==> config.mk <==
export PLATFORM = sky130hd
export DESIGN_NAME = pwm_ramp_ctrl
export DESIGN_NICKNAME = d
export VERILOG_FILES = /design/src/rtl/pwm_pkg.sv /design/src/rtl/pwm_tick_gen.sv /design/src/rtl/pwm_ramp_ctrl.sv
export SDC_FILE = /design/constraint.sdc
export NUM_CORES = 1
export LEC_CHECK = 0
export ABC_AREA = 1
export CORE_MARGIN = 4
export CORE_UTILIZATION = 40
export CTS_CLUSTER_DIAMETER = 200
export CTS_CLUSTER_SIZE = 14
export DETAILED_ROUTE_END_ITERATION = 7
export GPL_ROUTABILITY_DRIVEN = 0
export PLACE_DENSITY = 0.54
export RECOVER_POWER = 25
export SKIP_LAST_GASP = 1
export SYNTH_ARGS = -nofsm -noshare
export SYNTH_HDL_FRONTEND = slang
export SYNTH_SLANG_ARGS = --single-unit
==> constraint.sdc <==
create_clock -name clk -period 4.7 [get_ports clk]
set_input_delay 0.705 -clock clk [delete_from_list [all_inputs] [get_ports clk]]
set_output_delay 0.705 -clock clk [all_outputs]
set_load 0.02 [all_outputs]
==> src/rtl/pwm_pkg.sv <==
// Shared types and widths for the PWM ramp sequencer: FSM state encoding and the
// saturating duty-step helper used by the duty datapath.
package pwm_pkg;

    localparam int DUTY_W   = 8;
    localparam int PERIOD_W = 11;

    typedef enum logic [2:0] {
        IDLE,
        RAMP,
        HOLD,
        REV_DOWN,
        DEAD
    } state_t;

    // Moves cur one step toward goal; the 9-bit distance lets the last step land exactly on goal.
    function automatic logic [DUTY_W-1:0] step_duty(
        input logic [DUTY_W-1:0] cur,
        input logic [DUTY_W-1:0] goal,
        input logic [DUTY_W:0]   step
    );
        logic [DUTY_W:0] diff;
        if (goal >= cur) begin
            diff      = {1'b0, goal} - {1'b0, cur};
            step_duty = (diff > step) ? cur + step[DUTY_W-1:0] : goal;
        end else begin
            diff      = {1'b0, cur} - {1'b0, goal};
            step_duty = (diff > step) ? cur - step[DUTY_W-1:0] : goal;
        end
    endfunction

endpackage

==> src/rtl/pwm_tick_gen.sv <==
// Free-running PWM period counter plus a divider over periods; step_tick pulses for one
// cycle on the clock where both wrap.
module pwm_tick_gen
    import pwm_pkg::*;
#(
    parameter int PWM_PERIOD = 1025,
    parameter int RAMP_DIV   = 16
) (
    input  logic clk,
    input  logic rst_n,
    output logic step_tick
);

    localparam int                   DIV_W       = (RAMP_DIV > 1) ? $clog2(RAMP_DIV) : 1;
    localparam logic [PERIOD_W-1:0] PERIOD_LAST = PERIOD_W'(PWM_PERIOD - 1);
    localparam logic [DIV_W-1:0]    DIV_LAST    = DIV_W'(RAMP_DIV - 1);

    logic [PERIOD_W-1:0] r_period;
    logic [DIV_W-1:0]    r_div;
    logic                w_period_wrap;
    logic                w_div_wrap;

    assign w_period_wrap = (r_period == PERIOD_LAST);
    assign w_div_wrap    = (r_div == DIV_LAST);
    assign step_tick     = w_period_wrap && w_div_wrap;

    // NOTE: sequential state uses <= so every register samples the pre-edge values.
    always_ff @(posedge clk or negedge rst_n) begin
        if (!rst_n) begin
            r_period <= '0;
            r_div    <= '0;
        end else if (w_period_wrap) begin
            r_period <= '0;
            r_div    <= w_div_wrap ? '0 : r_div + DIV_W'(1);
        end else begin
            r_period <= r_period + PERIOD_W'(1);
        end
    end

endmodule

==> src/rtl/pwm_ramp_ctrl.sv <==
// Ramp/reversal sequencer in front of the PWM motor drive: accepts duty/direction commands
// and walks DUTY toward them one STEP per step_tick, with a dead time on direction flips.
module pwm_ramp_ctrl
    import pwm_pkg::*;
#(
    parameter int PWM_PERIOD  = 1025,
    parameter int RAMP_DIV    = 16,
    parameter int STEP        = 4,
    parameter int DEAD_CYCLES = 2048
) (
    input  logic              clk,
    input  logic              rst_n,
    input  logic              estop,
    input  logic              cmd_valid,
    output logic              cmd_ready,
    input  logic [DUTY_W-1:0] cmd_duty,
    input  logic              cmd_dir,
    output logic [DUTY_W-1:0] duty,
    output logic              dir,
    output logic              en,
    output logic              busy,
    output logic              at_target
);

    localparam int                 DEAD_W    = (DEAD_CYCLES > 1) ? $clog2(DEAD_CYCLES) : 1;
    localparam logic [DEAD_W-1:0] DEAD_LAST = DEAD_W'(DEAD_CYCLES - 1);
    localparam logic [DUTY_W:0]   STEP_V    = (DUTY_W + 1)'(STEP);

    state_t              r_state, w_next;
    logic [DUTY_W-1:0]   r_duty, w_duty_nxt;
    logic [DUTY_W-1:0]   r_tgt, w_tgt, w_tgt_nxt, w_goal;
    logic                r_dir, w_dir_nxt;
    logic                r_tdir, w_tdir, w_tdir_nxt;
    logic [DEAD_W-1:0]   r_dead, w_dead_nxt;
    logic                r_live;
    logic                w_tick, w_acc, w_reverse;

    pwm_tick_gen #(
        .PWM_PERIOD (PWM_PERIOD),
        .RAMP_DIV   (RAMP_DIV)
    ) u_tick_gen (
        .clk       (clk),
        .rst_n     (rst_n),
        .step_tick (w_tick)
    );

    // A command arriving on a step_tick edge steers that very step.
    assign cmd_ready = r_live && !estop && (r_state inside {IDLE, RAMP, HOLD});
    assign w_acc     = cmd_valid && cmd_ready;
    assign w_tgt     = w_acc ? cmd_duty : r_tgt;
    assign w_tdir    = w_acc ? cmd_dir  : r_tdir;
    assign w_reverse = (w_tdir != r_dir);

    // NOTE: every always_comb output gets a default first, so no path can infer a latch.
    always_comb begin
        w_next     = r_state;
        w_duty_nxt = r_duty;
        w_dir_nxt  = r_dir;
        w_tgt_nxt  = w_tgt;
        w_tdir_nxt = w_tdir;
        w_dead_nxt = r_dead;
        w_goal     = w_reverse ? '0 : w_tgt;

        if (estop) begin
            w_next     = IDLE;
            w_duty_nxt = '0;
            w_tgt_nxt  = '0;
            w_tdir_nxt = r_dir;
        end else begin
            unique case (r_state)
                IDLE: begin
                    if (w_acc) begin
                        if (cmd_dir != r_dir) begin
                            w_next     = DEAD;
                            w_dead_nxt = '0;
                        end else if (cmd_duty != '0) begin
                            w_next = RAMP;
                        end
                    end
                end
                RAMP, HOLD, REV_DOWN: begin
                    if (w_tick) w_duty_nxt = step_duty(r_duty, w_goal, STEP_V);
                    if (w_reverse) begin
                        w_next = (w_duty_nxt == '0) ? DEAD : REV_DOWN;
                        w_dead_nxt = '0;
                    end else if (w_duty_nxt == w_tgt) begin
                        w_next = (w_tgt != '0) ? HOLD : IDLE;
                    end else begin
                        w_next = RAMP;
                    end
                end
                DEAD: begin
                    if (r_dead == DEAD_LAST) begin
                        w_dir_nxt = r_tdir;
                        w_next    = (r_tgt != '0) ? RAMP : IDLE;
                    end else begin
                        w_dead_nxt = r_dead + DEAD_W'(1);
                    end
                end
                default: w_next = IDLE;
            endcase
        end
    end

    always_ff @(posedge clk or negedge rst_n) begin
        if (!rst_n) begin
            r_state <= IDLE;
            r_duty  <= '0;
            r_dir   <= 1'b0;
            r_tgt   <= '0;
            r_tdir  <= 1'b0;
            r_dead  <= '0;
            r_live  <= 1'b0;
        end else begin
            r_state <= w_next;
            r_duty  <= w_duty_nxt;
            r_dir   <= w_dir_nxt;
            r_tgt   <= w_tgt_nxt;
            r_tdir  <= w_tdir_nxt;
            r_dead  <= w_dead_nxt;
            r_live  <= 1'b1;
        end
    end

    // EN follows a nonzero DUTY in the driving states, so it rises with the first step and
    // falls on the same edge DUTY reaches 0.
    assign duty      = r_duty;
    assign dir       = r_dir;
    assign en        = (r_duty != '0) && (r_state inside {RAMP, HOLD, REV_DOWN});
    assign busy      = (r_state inside {RAMP, REV_DOWN, DEAD});
    assign at_target = (r_state == HOLD);

endmodule

# Word level (Yosys, flattened, before mapping)
# Cells that the tools add are included.
dict set report word_totals {
  ff_bits 48
  elab_cells 89
}
dict set report classes {
  n_addsub 7
  reduce_logical 21
  bitwise_logic 1
  n_eq_ne 17
  n_lt_le_gt_ge 3
  mux 31
}
# cell n
set op_table {}
lappend op_table {{8-bit 2-to-1 mux} 11}
lappend op_table {{11-bit 2-to-1 mux} 5}
lappend op_table {{11-bit case mux with 3 select lines} 1}
lappend op_table {{8-bit nonzero test} 4}
lappend op_table {{11-bit by 1-bit adder with 11-bit output (second input constant)} 2}
lappend op_table {{11-bit equality test (second input constant)} 2}
lappend op_table {{3-bit 2-to-1 mux} 7}
lappend op_table {{9-bit by 3-bit > comparator with 1-bit output (second input constant)} 2}
lappend op_table {{8-bit by 8-bit subtractor with 9-bit output} 2}
lappend op_table {{3-bit nonzero test} 4}
lappend op_table {{3-bit case mux with 3 select lines} 1}
lappend op_table {{8-bit by 3-bit adder with 8-bit output (second input constant)} 1}
lappend op_table {{8-bit equality test} 1}
lappend op_table {{8-bit greater-or-equal comparator} 1}
lappend op_table {{8-bit logical NOT} 1}
lappend op_table {{8-bit by 3-bit subtractor with 8-bit output (second input constant)} 1}
lappend op_table {{3-bit by 2-bit equality test with 1-bit output (second input constant)} 2}
lappend op_table {{2-bit != test (second input constant)} 3}
lappend op_table {{3-bit != test (second input constant)} 2}
lappend op_table {{3-bit AND reduction} 2}
lappend op_table {{6-bit AND reduction} 1}
lappend op_table {{1-bit logical AND} 5}
lappend op_table {{4-bit by 1-bit adder with 4-bit output (second input constant)} 1}
lappend op_table {{4-bit equality test (second input constant)} 1}
lappend op_table {{13 further kinds} 17}

# Depth between registers and ports, before layout
dict set report depth {
  ltp_word 19
  ltp_mapped 36
  depth_no_buf 32
}

# By module
# A second synthesis with hierarchy kept.
dict set report unflattened {
  hier_cells 619
  hier_area_um2 4108.9
}
# module area_per_inst_um2 n_inst seq_area_each_um2 cells_each
set modules_own_cells {}
lappend modules_own_cells {pwm_ramp_ctrl 3284.4 1 825.8 519}
lappend modules_own_cells {pwm_tick_gen 824.5 1 375.4 100}

# Worst setup path before layout
# Ideal clock, no wire load.
dict set report synth_timing {
  path_kind {in2reg}
  from {in estop}
  to {reg r_state[0]}
  setup_time_ps 122
  n_path_buf 3
  t_required_ps 4578
  setup_slack_ps 642
  t_arrival_ps 3937
  cell_stages 33
  path_cell_list {nor2_4 > nand4_2 > buf_6 > nand2_4 > nand3_4 > nand2_4 > buf_6 > inv_1 > nor2_1 > inv_1 > ha_1 > clkbuf_1 > nand2_1 > o21ai_1 > a21oi_1 > nand2_1 > nand3_1 > nor2_1 > nand3_1 > nor2_4 > nand3_4 > clkinv_2 > nand2_1 > nand3_2 > nand3_2 > nand2_2 > nand2_1 > nand2_1 > nand2_2 > nor2_4 > nand3_1 > nand2_1 > a21oi_2}
}
dict set report synth_via {
  elab_chain_cells 19
}
# element line
set synth_lines {}
lappend synth_lines {{start, declared} pwm_ramp_ctrl.sv:13} ;# input logic estop,
lappend synth_lines {{1-bit logical NOT} pwm_ramp_ctrl.sv:48} ;# assign cmd_ready = r_live && !estop && (r_state inside {IDLE, RAMP, HOLD});
lappend synth_lines {{1-bit logical AND (2 in a row)} pwm_ramp_ctrl.sv:48}
lappend synth_lines {{1-bit logical AND} pwm_ramp_ctrl.sv:49} ;# assign w_acc = cmd_valid && cmd_ready;
lappend synth_lines {{1-bit 2-to-1 mux} pwm_ramp_ctrl.sv:51} ;# assign w_tdir = w_acc ? cmd_dir : r_tdir;
lappend synth_lines {{1-bit != test} pwm_ramp_ctrl.sv:52} ;# assign w_reverse = (w_tdir != r_dir);
lappend synth_lines {{8-bit 2-to-1 mux} pwm_ramp_ctrl.sv:62} ;# w_goal = w_reverse ? '0 : w_tgt;
lappend synth_lines {{8-bit by 8-bit subtractor with 9-bit output (on tied branches)} {pwm_pkg.sv:27, pwm_pkg.sv:24}}
lappend synth_lines {{9-bit by 3-bit > comparator with 1-bit output (on tied branches)} {pwm_pkg.sv:28, pwm_pkg.sv:25}}
lappend synth_lines {{[... 2 more ...]} -}
lappend synth_lines {{8-bit 2-to-1 mux} pwm_ramp_ctrl.sv:82} ;# if (w_tick) w_duty_nxt = step_duty(r_duty, w_goal, STEP_V);
lappend synth_lines {{8-bit 2-to-1 mux} pwm_ramp_ctrl.sv:70} ;# unique case (r_state)
lappend synth_lines {{8-bit 2-to-1 mux} pwm_ramp_ctrl.sv:64} ;# if (estop) begin
lappend synth_lines {{8-bit equality test or 8-bit logical NOT (tied branches)} {pwm_ramp_ctrl.sv:86, pwm_ramp_ctrl.sv:84}}
lappend synth_lines {{2-bit 2-to-1 mux or 3-bit 2-to-1 mux (tied branches)} {pwm_ramp_ctrl.sv:86, pwm_ramp_ctrl.sv:84}}
lappend synth_lines {{3-bit 2-to-1 mux} pwm_ramp_ctrl.sv:83} ;# if (w_reverse) begin
lappend synth_lines {{3-bit case mux with 3 select lines} pwm_ramp_ctrl.sv:70}
lappend synth_lines {{3-bit 2-to-1 mux} pwm_ramp_ctrl.sv:64}
lappend synth_lines {{end signal, assigned} pwm_ramp_ctrl.sv:115} ;# r_state <= w_next;
lappend synth_lines {{end, declared} pwm_ramp_ctrl.sv:29} ;# state_t r_state, w_next;
# Parallel ways exist; a longest one is shown, timed or not. The select of a mux whose other input is x is not followed.
# A chain may end at the register's enable or synchronous reset.

# Worst setup path after layout
dict set report layout_timing {
  from {in cmd_valid}
  to {reg r_state[0]}
}
dict set report layout_via {
  elab_chain_cells 16
}
# element line
set layout_lines {}
lappend layout_lines {{start, declared} pwm_ramp_ctrl.sv:14} ;# input logic cmd_valid,
lappend layout_lines {{1-bit logical AND (*)} pwm_ramp_ctrl.sv:49}
lappend layout_lines {{1-bit 2-to-1 mux} pwm_ramp_ctrl.sv:51}
lappend layout_lines {{1-bit != test} pwm_ramp_ctrl.sv:52}
lappend layout_lines {{8-bit 2-to-1 mux} pwm_ramp_ctrl.sv:62}
lappend layout_lines {{8-bit by 8-bit subtractor with 9-bit output (on tied branches)} {pwm_pkg.sv:27, pwm_pkg.sv:24}}
lappend layout_lines {{9-bit by 3-bit > comparator with 1-bit output (on tied branches)} {pwm_pkg.sv:28, pwm_pkg.sv:25}}
lappend layout_lines {{8-bit 2-to-1 mux (on tied branches)} {pwm_pkg.sv:28, pwm_pkg.sv:25}}
lappend layout_lines {{8-bit 2-to-1 mux} pwm_pkg.sv:23} ;# if (goal >= cur) begin
lappend layout_lines {{8-bit 2-to-1 mux} pwm_ramp_ctrl.sv:82}
lappend layout_lines {{8-bit 2-to-1 mux} pwm_ramp_ctrl.sv:70}
lappend layout_lines {{8-bit 2-to-1 mux} pwm_ramp_ctrl.sv:64}
lappend layout_lines {{8-bit equality test or 8-bit logical NOT (tied branches)} {pwm_ramp_ctrl.sv:86, pwm_ramp_ctrl.sv:84}}
lappend layout_lines {{2-bit 2-to-1 mux or 3-bit 2-to-1 mux (tied branches)} {pwm_ramp_ctrl.sv:86, pwm_ramp_ctrl.sv:84}}
lappend layout_lines {{3-bit 2-to-1 mux} pwm_ramp_ctrl.sv:83}
lappend layout_lines {{3-bit case mux with 3 select lines} pwm_ramp_ctrl.sv:70}
lappend layout_lines {{3-bit 2-to-1 mux} pwm_ramp_ctrl.sv:64}
# Every way passes the cells marked *; elsewhere a longest branch is shown, timed or not. The select of a mux whose other input is x is not followed.

==> results_dict.tcl <==
set metrics [dict create \
    clock_latency_ns 0.31 \
    worstPathRequired_ns 4.90 \
    max_freq_mhz 228 \
    stdcell_area_um2 5200 \
    fp.coreArea_um2 10300 \
    slew_viol_final 49 \
    setup_viol 0 \
    endpoint "r_state[0]$_DFFE_PN0P_" \
    yosysUniqueCellTypes 44 \
    cts.sink_count 48 \
    ys_ff_latch 48 \
    clk_path_buf_depth 2 \
    netlist_area_um2 4220 \
    hold_path.class "reg -> reg" \
    cts-root-buf "clkbuf_8" \
    vias_per_cell 5.18 \
    synth_nets 652 \
    end_kind "flip-flop" \
    min_period_ns 4.38 \
    synth-edff-count 0 \
    ioPinCount 26 \
    worstRegToRegCells 29 \
    grt_util_met3_pct 2.84 \
    die_w_um 111 \
    tns_ns 0 \
    dieArea_um2 12300 \
    final-hold-violation-count 0 \
    drive_gt1_share_pct 19.7 \
    violations "max-capacitance violations, max-slew violations" \
    ys_seq_area_share_pct 28.5 \
    reg2reg_setup_slack_ns 0.60 \
    startpoint_type "input pin" \
    cp_slowest_stage_delay_ns 0.53 \
    gr-total-overflow 0 \
    start_util_pct 41.0 \
    cp_top_family "simple AND/OR/NAND/NOR gates" \
    drcViolationCount 0 \
    cts.clk_slew.worst_paths_ns 0.09 \
    crit_top_cell "nand2_1" \
    port-buffer-count 25 \
    grt_max_degree 49 \
    yosys_warnings 0 \
    critPathLaunch "cmd_valid" \
    drv_cap 1 \
    p_leak_nw 2.61 \
    placed_area_um2 4960 \
    grt_use_met1_pct 29.5 \
    power.share.combinational_pct 41.5 \
    die_h_um 111 \
    routedWlPerCell_um 14.4 \
    synthFlopType "dfrtp_1" \
    area_growth_pct 23.3 \
    antenna_found_initial 0 \
    r2r_start "r_state[2]$_DFFE_PN0P_" \
    slowest_stage "clkdlybuf4s50_1" \
    status "complete, but fails checks" \
    rr_endpoint "r_state[0]$_DFFE_PN0P_" \
    num_vias 4287 \
    intPower_w 0.000739 \
    rows 37 \
    vdd_drop_max_mv 0.143 \
    swShare_pct 40.0 \
    h-tree-depth 2 \
    dp_hpwl_um 9440 \
    drt_iter0_markers 411 \
    tightest_slew_ns 2.64 \
    top_usage_layer "met2" \
    grt_setup_unrepaired "no" \
    grt_pass1_wl_um 20200 \
    postLayoutCoreUtil_pct 50.6 \
    path_class "in -> reg" \
    p_seq_share_pct 37.9 \
    avgSynthCellArea_um2 6.82 \
    fin_nets 725 \
    numCtsBuffers 5 \
    use_met2_pct 30.7 \
    crit_buf_inv 6 \
    min_period_over_period_pct 93.3 \
    max_slew_margin_pct -75.7 \
    num-fill-cells 1092 \
    fin_skew_ns 0.0106 \
    critPathMaxFanout 6 \
    first_global_vias 4164 \
    drt_wl_total_um 11900 \
    crit_cells 29 \
    power.switching_w 0.000493 \
    first_pass_iters 5 \
    grt_usage_pct 19.9 \
    power_density_nw_per_um2 237 \
    async_flop_share_pct 100 \
    antennaDiodeCount 0 \
    arrival_ns 4.58 \
    pwr-share-clk_pct 20.6 \
    ant_nets 0 \
    cts_tree "built" \
    postSynthCellCount 618 \
]
-- worst min-delay path by stage --
| stage | start | to | slack [ns] | cells past startpoint |
|---|---|---|---|---|
| final | r_dead[8]$_DFFE_PN0P_ | r_dead[8]$_DFFE_PN0P_ | 0.50 | 1 |
| after global routing | r_dead[8]$_DFFE_PN0P_ | r_dead[8]$_DFFE_PN0P_ | 0.54 | 1 |
| after CTS | r_dead[8]$_DFFE_PN0P_ | r_dead[8]$_DFFE_PN0P_ | 0.50 | 1 |
| after detailed placement | r_dead[8]$_DFFE_PN0P_ | r_dead[8]$_DFFE_PN0P_ | 0.48 | 1 |
| after global placement | r_dead[8]$_DFFE_PN0P_ | r_dead[8]$_DFFE_PN0P_ | 0.48 | 1 |
| after floorplan | rst_n | dir$_DFFE_PN0P_ | 0.41 | 0 |
-- routing by layer --
metal  up-vias  share of wire, %
li1       2140                 -
met1      2010                49
met2       122                44
met3        15               5.8
met4         0               1.1
met5         -                 0
-- cell usage in the layout, fill, tap and decap left out, types with 2 or more instances in the layout --
master and n:
a21oi_2 5, or2_2 3, nor3_1 15, nor2_4 6, nand2_1 139, clkinvlp_4 3, nand2_4 5, buf_12 2
ha_1 16, nor2_8 2, nor3b_1 3, a21oi_1 16, nor4_1 6, dfrtp_1 48, inv_1 107, o21ai_1 3
clkdlybuf4s50_1 23, o21ai_0 20, xor2_1 14, nand4_1 19, nand3_1 69, nand3_2 15, nand3_4 2, nor2_2 9
ha_4 4, buf_4 47, o22ai_1 3, nand2_2 11, clkbuf_8 5, nor2_1 44, inv_2 4, o21ai_2 5
-- cell usage after synthesis, drive strengths merged (2+ instances only) --
cell      n  share of area [%]
nor2     61                7.0
o21ai    28                3.7
xor2     14                2.9
nor4      6               0.89
nand3    85                 12
buf       4               0.98
dfrtp    48                 28
nand2   155                 15
nor3b     3               0.53
inv     112                 10
nor3     15                1.8
ha       20                5.9
clkbuf    5               0.45
a21oi    22                3.1
o21bai    2               0.36
nand4    20                3.1
o22ai     3               0.45
or2       3               0.45
-- flip-flops by register name, summed over array words and instances (netlist names) --
name,cells
r_dead,11
u_tick_gen.r_period,11
duty,8
r_tgt,8
u_tick_gen.r_div,4
r_state,3
dir,1
r_live,1
r_tdir,1
-- final cells by class --
class                      count  area, µm²  area share (%)
clock inverter                 3       23.8           0.457
timing repair buffer          74        639            12.3
inverter                     113        429            8.25
sequential                    48       1200            23.1
multi-input combinational    449       2670            51.3
clock buffer                   5       68.8            1.32
tap                          136        170            3.27
-- cell families after synthesis --
kind of cell	Yosys count	share of synthesized area [%]
and+or+nand+nor	348	41.2
other	1	0.0889
AOI/OAI and AO/OA	63	9.17
adders and majority gates	21	6.41
xor gates and xnor gates	15	3.11
DFF	48	28.5
buffers and inverters	122	11.5
-- power groups by stage --
stage / registers, W / clock network (W) / logic, W
2_1_floorplan: 0.000465 / 0 / 0.000336
3_3_place_gp: 0.000474 / 0 / 0.000474
3_5_place_dp: 0.000474 / 0 / 0.000480
4_1_cts: 0.000467 / 0.000265 / 0.000482
5_1_grt: 0.000472 / 0.000288 / 0.000570
6_report: 0.000467 / 0.000254 / 0.000511
-- what timing repair did --
item                                    CTS  global route
hold endpoints to repair                  0             0
hold buffers                              0             0
endpoints found under the setup margin    0             3
gates resized for setup                   0            31
buffers inserted                          0             1
-- worst reg2reg max path: cells and delay by family, from the launching register on --
family / cells / cell delay (ns)
buf+inv: 5 / 0.67
flops: 1 / 0.51
fa+ha+maj: 1 / 0.33
simple gates: 21 / 2.21
compound gates: 2 / 0.24
-- stage by stage --
stage,instances,worst slack [ns],hold WS (ns),power (W)
after floorplan,618,0.642,0.409,0.000801
after global placement,818,-0.0503,0.477,0.000948
after detailed placement,818,-0.173,0.483,0.000954
after CTS,826,0.155,0.496,0.00121
after global routing,828,0.0306,0.542,0.00133
final,828,0.316,0.500,0.00123
Power figures use the tool's default switching activity.
